$ cat src/rtl/ss_step_sequencer_pkg.sv
// ss_step_sequencer_pkg: processor opcodes, ROM entry kinds, FSM states and RC packing for the plant-step sequencer
package ss_step_sequencer_pkg;
  localparam logic [15:0] COMMAND_RESET            = 16'h0001;
  localparam logic [15:0] COMMAND_SET_RC           = 16'h0002;
  localparam logic [15:0] COMMAND_STORE_CLEAR_A    = 16'h0003;
  localparam logic [15:0] COMMAND_SET_N            = 16'h0004;
  localparam logic [15:0] COMMAND_LOAD_C           = 16'h0005;
  localparam logic [15:0] COMMAND_MULVEC_CR_RECT   = 16'h0006;
  localparam logic [15:0] COMMAND_STORE_CLEAR_VECA = 16'h0007;
  localparam logic [15:0] COMMAND_ADDVEC_A         = 16'h0008;
  localparam logic [15:0] COMMAND_LOAD_A           = 16'h0009;
  localparam int PW = 8;
  typedef enum logic [1:0] {K_CMD, K_DATA, K_WAIT} kind_e;
  typedef enum logic [3:0] {
    S_IDLE, S_FETCH, S_WRITE, S_GAP, S_POLL_REQ, S_POLL_CHK, S_NEXT, S_DONE, S_ERR
  } state_e;
  typedef struct packed {
    logic [15:0] op;
    logic [1:0]  na;
    logic [15:0] a0;
    logic [15:0] a1;
  } cmd_t;
  function automatic logic [15:0] rc(input int r, input int c);
    return {r[7:0], c[7:0]};
  endfunction
endpackage

$ cat src/rtl/ss_step_sequencer_if.sv
// ss_step_sequencer_if: matrix-processor command/data bus driven by the step sequencer
interface ss_step_sequencer_if #(parameter int DW = 16) ();
  logic [DW-1:0] mp_din, mp_dout;
  logic mp_cs, mp_rd, mp_wr, mp_dataORstatus;
  modport master (output mp_din, mp_cs, mp_rd, mp_wr, mp_dataORstatus, input mp_dout);
  modport slave (input mp_din, mp_cs, mp_rd, mp_wr, mp_dataORstatus, output mp_dout);
endinterface

$ cat src/rtl/ss_step_sequencer_rom.sv
// ss_seq_rom: one plant step as a flat CMD/DATA/WAIT program; SS_XUPDATE_EN appends the x <- newx copy-back
module ss_seq_rom
  import ss_step_sequencer_pkg::*;
#(
  parameter int DW = 16, NX = 6, NU = 6, NY = 2,
  parameter int ADDR_A = 0, ADDR_B = 48, ADDR_C = 84, ADDR_D = 96,
  parameter int ADDR_X = 36, ADDR_U = 42, ADDR_YM = 114, ADDR_NEWX = 108,
  parameter int SCRATCH_ADDR = 250
) (
  input  logic [PW-1:0] pc_i,
  output kind_e         kind_o,
  output logic [DW-1:0] word_o,
  output logic [PW-1:0] len_o
);
`ifdef SS_XUPDATE_EN
  localparam int NC = 34;
`else
  localparam int NC = 31;
`endif
  function automatic cmd_t mk(input logic [15:0] op, input int a);
    return '{op, 2'd1, a[15:0], 16'd0};
  endfunction
  function automatic cmd_t cmd_at(input int i);
    cmd_t c;
    c = '{COMMAND_RESET, 2'd0, 16'd0, 16'd0};
    case (i)
      1:  c = mk(COMMAND_SET_RC, rc(NX, NX));
      2:  c = mk(COMMAND_STORE_CLEAR_A, SCRATCH_ADDR);
      3:  c = mk(COMMAND_SET_N, NX);
      4:  c = mk(COMMAND_LOAD_C, ADDR_A);
      5:  c = mk(COMMAND_MULVEC_CR_RECT, ADDR_X);
      6:  c = mk(COMMAND_SET_RC, rc(1, NX));
      7:  c = mk(COMMAND_STORE_CLEAR_VECA, ADDR_NEWX);
      8:  c = mk(COMMAND_SET_RC, rc(NX, NU));
      9:  c = mk(COMMAND_LOAD_C, ADDR_B);
      10: c = mk(COMMAND_MULVEC_CR_RECT, ADDR_U);
      11: c = mk(COMMAND_SET_RC, rc(1, NX));
      12: c = '{COMMAND_ADDVEC_A, 2'd2, 16'(ADDR_NEWX), 16'd0};
      13: c = mk(COMMAND_STORE_CLEAR_VECA, ADDR_NEWX);
      14: c = mk(COMMAND_SET_N, NY);
      15: c = mk(COMMAND_SET_RC, rc(NY, NX));
      16: c = mk(COMMAND_STORE_CLEAR_A, SCRATCH_ADDR);
      17: c = mk(COMMAND_LOAD_C, ADDR_C);
      18: c = mk(COMMAND_SET_N, NX);
      19: c = mk(COMMAND_MULVEC_CR_RECT, ADDR_X);
      20: c = mk(COMMAND_SET_RC, rc(1, NY));
      21: c = mk(COMMAND_STORE_CLEAR_VECA, ADDR_YM);
      22: c = mk(COMMAND_SET_N, NY);
      23: c = mk(COMMAND_SET_RC, rc(NY, NU));
      24: c = mk(COMMAND_LOAD_C, ADDR_D);
      25: c = mk(COMMAND_SET_N, NU);
      26: c = mk(COMMAND_MULVEC_CR_RECT, ADDR_U);
      27: c = mk(COMMAND_SET_RC, rc(1, NY));
      28: c = mk(COMMAND_SET_N, NY);
      29: c = '{COMMAND_ADDVEC_A, 2'd2, 16'(ADDR_YM), 16'd0};
      30: c = mk(COMMAND_STORE_CLEAR_VECA, ADDR_YM);
`ifdef SS_XUPDATE_EN
      31: c = mk(COMMAND_LOAD_A, ADDR_NEWX);
      32: c = mk(COMMAND_SET_RC, rc(1, NX));
      33: c = mk(COMMAND_STORE_CLEAR_VECA, ADDR_X);
`endif
      default: ;
    endcase
    return c;
  endfunction
  function automatic int prog_len();
    int n;
    cmd_t c;
    n = 0;
    for (int i = 0; i < NC; i++) begin
      c = cmd_at(i);
      n += 1 + 2 * int'(c.na);
    end
    return n;
  endfunction
  localparam int LEN = prog_len();
  assign len_o = PW'(LEN);
  // Each command expands to its opcode followed by a DATA/WAIT pair per argument
  always_comb begin
    int p;
    cmd_t c;
    kind_o = K_CMD;
    word_o = '0;
    p = 0;
    for (int i = 0; i < NC; i++) begin
      c = cmd_at(i);
      if (int'(pc_i) == p) word_o = DW'(c.op);
      for (int k = 0; k < 2; k++) begin
        if (k < int'(c.na) && int'(pc_i) == p + 1 + 2 * k) begin
          kind_o = K_DATA;
          word_o = DW'(k == 0 ? c.a0 : c.a1);
        end
        if (k < int'(c.na) && int'(pc_i) == p + 2 + 2 * k) kind_o = K_WAIT;
      end
      p += 1 + 2 * int'(c.na);
    end
  end
endmodule

$ cat src/rtl/ss_step_sequencer.sv
// ss_step_sequencer: autonomous bus master running n plant steps on the LNS matrix processor
// with a status-poll watchdog; SS_XUPDATE_EN selects the state-updating program variant.
module ss_step_sequencer
  import ss_step_sequencer_pkg::*;
#(
  parameter int DW = 16, NX = 6, NU = 6, NY = 2,
  parameter int ADDR_A = 0, ADDR_B = 48, ADDR_C = 84, ADDR_D = 96,
  parameter int ADDR_X = 36, ADDR_U = 42, ADDR_YM = 114, ADDR_NEWX = 108,
  parameter int SCRATCH_ADDR = 250, TIMEOUT_CYC = 4096
) (
  input  logic        sysclk,
  input  logic        reset_n,
  input  logic        start,
  input  logic [15:0] n_steps,
  output logic        busy,
  output logic        done,
  output logic        err_timeout,
  output logic [15:0] step_count,
  ss_step_sequencer_if.master mp
);
  localparam int WW = $clog2(TIMEOUT_CYC + 1);
  state_e state_q, state_d;
  logic [PW-1:0] pc_q, pc_d, len;
  logic [WW-1:0] wd_q, wd_d;
  logic [15:0] steps_q, steps_d, cnt_q, cnt_d;
  logic err_q, err_d;
  kind_e kind;
  logic [DW-1:0] word;
  ss_seq_rom #(
    .DW(DW), .NX(NX), .NU(NU), .NY(NY), .ADDR_A(ADDR_A), .ADDR_B(ADDR_B), .ADDR_C(ADDR_C),
    .ADDR_D(ADDR_D), .ADDR_X(ADDR_X), .ADDR_U(ADDR_U), .ADDR_YM(ADDR_YM),
    .ADDR_NEWX(ADDR_NEWX), .SCRATCH_ADDR(SCRATCH_ADDR)
  ) u_rom (.pc_i(pc_q), .kind_o(kind), .word_o(word), .len_o(len));
  assign busy = !(state_q inside {S_IDLE, S_DONE, S_ERR});
  assign done = state_q inside {S_DONE, S_ERR};
  assign err_timeout = err_q;
  assign step_count = cnt_q;
  always_ff @(posedge sysclk or negedge reset_n)
    if (!reset_n) begin
      state_q <= S_IDLE;
      pc_q <= '0;
      wd_q <= '0;
      steps_q <= '0;
      cnt_q <= '0;
      err_q <= 1'b0;
    end else begin
      state_q <= state_d;
      pc_q <= pc_d;
      wd_q <= wd_d;
      steps_q <= steps_d;
      cnt_q <= cnt_d;
      err_q <= err_d;
    end
  // Strobes decode straight from the state register so reset drops them without a clock
  always_comb begin
    state_d = state_q;
    pc_d = pc_q;
    wd_d = wd_q;
    steps_d = steps_q;
    cnt_d = cnt_q;
    err_d = err_q;
    mp.mp_din = '0;
    mp.mp_cs = 1'b0;
    mp.mp_rd = 1'b0;
    mp.mp_wr = 1'b0;
    mp.mp_dataORstatus = 1'b0;
    case (state_q)
      S_IDLE: if (start) begin
        state_d = S_FETCH;
        pc_d = '0;
        cnt_d = '0;
        err_d = 1'b0;
        steps_d = n_steps == 16'd0 ? 16'd1 : n_steps;
      end
      S_FETCH: begin
        state_d = kind == K_WAIT ? S_POLL_REQ : S_WRITE;
        wd_d = '0;
      end
      S_WRITE: begin
        mp.mp_cs = 1'b1;
        mp.mp_wr = 1'b1;
        mp.mp_din = word;
        mp.mp_dataORstatus = kind == K_DATA;
        state_d = S_GAP;
      end
      S_GAP: state_d = S_NEXT;
      S_POLL_REQ: begin
        mp.mp_cs = 1'b1;
        mp.mp_rd = 1'b1;
        state_d = S_POLL_CHK;
      end
      S_POLL_CHK:
        if (mp.mp_dout[0]) state_d = S_NEXT;
        else if (int'(wd_q) + 1 >= TIMEOUT_CYC) begin
          state_d = S_ERR;
          err_d = 1'b1;
        end else begin
          wd_d = wd_q + WW'(1);
          state_d = S_POLL_REQ;
        end
      S_NEXT:
        if (pc_q == len - PW'(1)) begin
          cnt_d = cnt_q + 16'd1;
          pc_d = '0;
          state_d = cnt_d == steps_q ? S_DONE : S_FETCH;
        end else begin
          pc_d = pc_q + PW'(1);
          state_d = S_FETCH;
        end
      S_DONE, S_ERR: state_d = S_IDLE;
      default: state_d = S_IDLE;
    endcase
  end
endmodule

$ cat src/flat_wrapper.sv
// flat-port wrapper written by rule: the top's interface ports become plain ports
module ss_step_sequencer_flat import ss_step_sequencer_pkg::*;
#(
  parameter int DW = 16, NX = 6, NU = 6, NY = 2,
  parameter int ADDR_A = 0, ADDR_B = 48, ADDR_C = 84, ADDR_D = 96,
  parameter int ADDR_X = 36, ADDR_U = 42, ADDR_YM = 114, ADDR_NEWX = 108,
  parameter int SCRATCH_ADDR = 250, TIMEOUT_CYC = 4096
)
  (sysclk, reset_n, start, n_steps, busy, done, err_timeout, step_count, mp_mp_din, mp_mp_cs, mp_mp_rd, mp_mp_wr, mp_mp_dataORstatus, mp_mp_dout);
  ss_step_sequencer_if #(.DW(DW)) mp_i ();
  input  logic sysclk;
  input  logic reset_n;
  input  logic start;
  input  logic [15:0] n_steps;
  output logic busy;
  output logic done;
  output logic err_timeout;
  output logic [15:0] step_count;
  output wire logic [$bits(mp_i.mp_din)-1:0] mp_mp_din;
  output wire logic [$bits(mp_i.mp_cs)-1:0] mp_mp_cs;
  output wire logic [$bits(mp_i.mp_rd)-1:0] mp_mp_rd;
  output wire logic [$bits(mp_i.mp_wr)-1:0] mp_mp_wr;
  output wire logic [$bits(mp_i.mp_dataORstatus)-1:0] mp_mp_dataORstatus;
  input wire logic [$bits(mp_i.mp_dout)-1:0] mp_mp_dout;
  assign mp_mp_din = mp_i.mp_din;
  assign mp_mp_cs = mp_i.mp_cs;
  assign mp_mp_rd = mp_i.mp_rd;
  assign mp_mp_wr = mp_i.mp_wr;
  assign mp_mp_dataORstatus = mp_i.mp_dataORstatus;
  assign mp_i.mp_dout = mp_mp_dout;
  ss_step_sequencer #(.DW(DW), .NX(NX), .NU(NU), .NY(NY), .ADDR_A(ADDR_A), .ADDR_B(ADDR_B), .ADDR_C(ADDR_C), .ADDR_D(ADDR_D), .ADDR_X(ADDR_X), .ADDR_U(ADDR_U), .ADDR_YM(ADDR_YM), .ADDR_NEWX(ADDR_NEWX), .SCRATCH_ADDR(SCRATCH_ADDR), .TIMEOUT_CYC(TIMEOUT_CYC)) u_core (.sysclk(sysclk), .reset_n(reset_n), .start(start), .n_steps(n_steps), .busy(busy), .done(done), .err_timeout(err_timeout), .step_count(step_count), .mp(mp_i));
endmodule
$ cat config.mk
export PLATFORM = sky130hd
export DESIGN_NAME = ss_step_sequencer_flat
export DESIGN_NICKNAME = d
export VERILOG_FILES = /design/src/rtl/ss_step_sequencer_pkg.sv /design/src/rtl/ss_step_sequencer_if.sv /design/src/rtl/ss_step_sequencer_rom.sv /design/src/rtl/ss_step_sequencer.sv /design/src/flat_wrapper.sv
export SDC_FILE = /design/constraint.sdc
export NUM_CORES = 1
export LEC_CHECK = 0
export BUFFER_PORTS_ARGS = -buffer_cell sky130_fd_sc_hd__buf_4
export CAP_MARGIN = 40
export CORE_ASPECT_RATIO = 0.8
export CORE_MARGIN = 5
export CORE_UTILIZATION = 29
export DETAILED_ROUTE_END_ITERATION = 10
export GPL_TIMING_DRIVEN = 1
export PLACE_DENSITY = 0.5
export SYNTH_ARGS = -nofsm -noshare
export SYNTH_HDL_FRONTEND = slang
export SYNTH_SLANG_ARGS = --single-unit
export TNS_END_PERCENT = 30
$ cat constraint.sdc
create_clock -name sysclk -period 8.24 [get_ports sysclk]
set_input_delay 1.648 -clock sysclk [delete_from_list [all_inputs] [get_ports sysclk]]
set_output_delay 1.648 -clock sysclk [all_outputs]
set_load 0.01 [all_outputs]
==> summary.log <==
[hold_path] number of stages on the worst hold path 2
[power] part of the total power dissipated in the clock network 28.1%
[synth] post-synthesis simple-gate area fraction 28.2%
[timing] max frequency 191 MHz
[setup_path] Reg-to-Reg Start u_core.pc_q[4]
[routing] overall routed net length 17.8 mm
[synth] proportion of synthesized area in mux cells 4.74%
[finish] Layout fillers 1941
[hold_path] start point of the worst min-delay path u_core.steps_q[0]
[setup_path] data arrival time at the worst-slack endpoint 3590 ps
[setup_path] startpoint type of the worst setup path flop
[setup_path] capture instance of the worst register-to-register path u_core.state_q[2]
[cts] clock-pin slew on the worst setup and hold paths 60 ps
[floorplan] die extent in x 162 µm
[synth] Synth Area in Compound Gates 27.8%
[floorplan] Placeable Area 18200 µm²
[finish] layout cells sized above 1 14.7%
[grt] GRT Total Usage 16.5%
[hold_path] class of the tightest hold or removal check reg -> reg
[setup_path] worst-path maximum fanout 40
[routing] DR WL/cell 18.4 µm
[routing] drt pass-1 iters 7
[synth] Synth Register Bits 58
[floorplan] standard-cell rows 44
[cts] CTS-repair resized insts 0
[setup_path] internal reg-to-reg setup slack 4340 ps
[timing] min cycle time layout 5240 ps
[finish] Layout Nets 777
[synth] commonest cells in the synthesized netlist sky130_fd_sc_hd__nand2_1 (71), sky130_fd_sc_hd__o21ai_0 (63), sky130_fd_sc_hd__dfrtp_1 (58), sky130_fd_sc_hd__nor2_1 (58), sky130_fd_sc_hd__clkbuf_1 (45)
[timing] Max transition margin 40.6%
[cts] clock buffers created by TritonCTS 9
[setup_path] cells on worst reg2reg path 8
[place] RePlAce Congestion 0.949
[finish] Diodes inserted 0
[timing] Post-Route Setup TNS 0 ps
[cts] CTS tree yes
[floorplan] die boundary height 132 µm
[synth] fraction of registers with async set/reset 100%
[synth] Synthesis Warnings 0
[cts] clock network latency to the later pin of the worst-skew pair 330 ps
[power] Cell Pwr Density 249 nW/µm²
[grt] pin count of the biggest net entering global routing 59
[setup_path] crit end category output pin
[synth] post-synth design cell area 5360 µm²
[synth] Synth top area share 27.1%
[setup_path] type of the setup path with the least slack reg -> out
[grt] via count of the first global-routing pass 5176
[timing] Max Clock Skew 6.42 ps
[routing] violation count after the first detailed-routing iteration 714
[grt] grt ovf 0
[timing] PnR worst setup slack 3000 ps
[routing] count of vias placed by the detailed router 5639
[synth] Synth area leaders sky130_fd_sc_hd__dfrtp_1 (27%), sky130_fd_sc_hd__o21ai_0 (5.9%), sky130_fd_sc_hd__nand2_1 (5.0%)
[timing] number of hold violations in the final report 0
[synth] most numerous cell in the Yosys netlist sky130_fd_sc_hd__nand2_1
[cts] number of buffers on the longest clock path 2
[cts] Clock Sink Count 58
[place] placed standard-cell area 5900 µm²
[power] Switch Pwr 0.000636 W
[synth] combinational family with the most area after synthesis simple AND/OR/NAND/NOR gates
[floorplan] area of the die 21300 µm²
[finish] area taken by flip-flops and latches 1450 µm²
[cts] # H-tree levels 3
[floorplan] initial core utilization 29.5%
[place] post-place setup slack 3450 ps
[synth] post-synthesis cell type with the largest combined area sky130_fd_sc_hd__dfrtp_1
[power] part of the power in registers 26.6%
[synth] dominant register cell in the synthesized netlist sky130_fd_sc_hd__dfrtp_1
[power] leak pwr 2.44 nW
[timing] max-slew violations 0
[synth] number of enable-type register cells in the synthesized netlist 0
[finish] area added between synthesis and finish 16.6%
[cts] library cell used as clock root buffer sky130_fd_sc_hd__clkbuf_16
[power] peak supply drop 101 µV
[synth] Cells after Synth 717
[synth] Mapped Avg Cell Area 7.47 µm²
[power] design internal power 0.000916 W
[run_status] result of the run completed
[routing] Remaining DRCs 0
[grt] number of antenna violations at the first check in global routing 0
[run] max_cap viols 0
[floorplan] top-level port count 74
[cts] hold_buf cts 0
[setup_path] required time of the critical path 6590 ps
[synth] count of cell types in the netlist 71
[synth] adder-cell share of the synthesized area 1.40%
[place] count of input and output buffers 53
[grt] global-route wire length before repair 29.0 mm
[synth] XOR/XNOR share of the synthesized area 4.91%
[timing] measured slew at the worst slew-check pin 892 ps
[power] Switching Fraction 41.0%
[cts] post-CTS setup-driven buffer insertion count 0
[timing] RSZ-0062 raised after global routing false
[timing] worst hold-check slack 518 ps
[synth] proportion of synthesized chip area in sequential cells 27.1%
[timing] total setup violations reported at the end of the flow 0
[routing] number of nets with antenna violations after detailed routing 0
[power] proportion of power drawn by combinational gates 45.3%
[place] sum of net half-perimeters after detailed placement 12.7 mm
[routing] average via count per standard cell 5.81
[hold_path] Hold Path End u_core.steps_q[0]
[finish] area of the multi-input gates 3610 µm²
[timing] share of the cycle needed by the critical path after routing 63.6%
[finish] Final Instance Area 6240 µm²
==> how the worst max path moves through the flow <==
stage                   start            endpoint  slack, ps  depth (start not counted)
2_1_floorplan  u_core.pc_q[1]        mp_mp_din[3]       4220                         10
3_3_place_gp   u_core.pc_q[3]  mp_mp_dataORstatus       3340                          8
3_5_place_dp   u_core.pc_q[3]  mp_mp_dataORstatus       3450                          8
4_1_cts        u_core.pc_q[3]  mp_mp_dataORstatus       3100                          8
5_1_grt        u_core.pc_q[3]  mp_mp_dataORstatus       2880                          8
6_report       u_core.pc_q[3]  mp_mp_dataORstatus       3000                          8
==> power groups by stage <==
| stage | registers [W] | logic (W) | clock network [W] |
|---|---|---|---|
| CTS | 0.000413 | 0.000692 | 0.000445 |
| global placement | 0.000417 | 0.000698 | 0 |
| detailed placement | 0.000418 | 0.000689 | 0 |
| finish | 0.000413 | 0.000703 | 0.000436 |
| floorplan | 0.000386 | 0.000524 | 0 |
| global route | 0.000424 | 0.000770 | 0.000460 |
==> state kept, by name (all words and copies together), names as in the netlist <==
name / cells
u_core.step_count: 16
u_core.steps_q: 16
u_core.wd_q: 13
u_core.pc_q: 8
u_core.state_q: 4
u_core.err_timeout: 1
==> worst max-delay path, cell delays in order, from the launching register on <==
cell and delay [ps]:
sky130_fd_sc_hd__dfrtp_2 770, sky130_fd_sc_hd__buf_4 470, sky130_fd_sc_hd__and2_0 370, sky130_fd_sc_hd__nand2_1 250, sky130_fd_sc_hd__nor2_1 510, sky130_fd_sc_hd__a21oi_1 110, sky130_fd_sc_hd__a211oi_1 370, sky130_fd_sc_hd__o311a_1 270
sky130_fd_sc_hd__buf_4 130
==> cell usage in the layout, fill, tap and decap left out, drive strengths merged, types with 10 or more instances in the layout <==
cell     n
o31ai   17
nor2b   19
buf     65
nand2b  14
and3    10
xnor2   18
dfrtp   58
nand3   33
inv     14
mux2    19
a31oi   17
nor2    58
nor4    13
nor3    20
o21ai   63
xor2    12
a21oi   44
nand4   12
nand2   71
o211ai  11
o22ai   10
==> per-stage QoR <==
step / cells / util [%] / power (W)
final: 971 / 34.4 / 0.00155
after CTS: 971 / 34.4 / 0.00155
after floorplan: 721 / - / 0.000910
after global routing: 971 / 34.4 / 0.00165
after detailed placement: 955 / 32.5 / 0.00111
after global placement: 954 / 32.4 / 0.00112
==> layer usage <==
metal	global-route usage (%)	part of all wire [%]
met4	4.27	1.7
met3	4.82	8.8
met2	22.8	41
met1	24.9	48
met5	0	0
==> logic make-up (layout without fill, tap and decap cells) <==
kind of cell	Yosys count	after routing
and+or+nand+nor	292	292
buffers and inverters	77	97
DFF	58	58
adders and majority gates	6	6
other	1	5
xor gates and xnor gates	30	30
muxes	23	23
AOI/OAI and AO/OA	230	230
==> final cells by class <==
| type | instances | area share, % |
|---|---|---|
| clock buffers | 9 | 3.61 |
| clock inverters | 7 | 1.88 |
| inverters | 16 | 0.962 |
| multi-input cells | 586 | 57.9 |
| flip-flops and latches | 58 | 23.3 |
| well taps | 230 | 4.61 |
| repair buffers | 65 | 7.82 |
(Power assumes the default switching activity.)
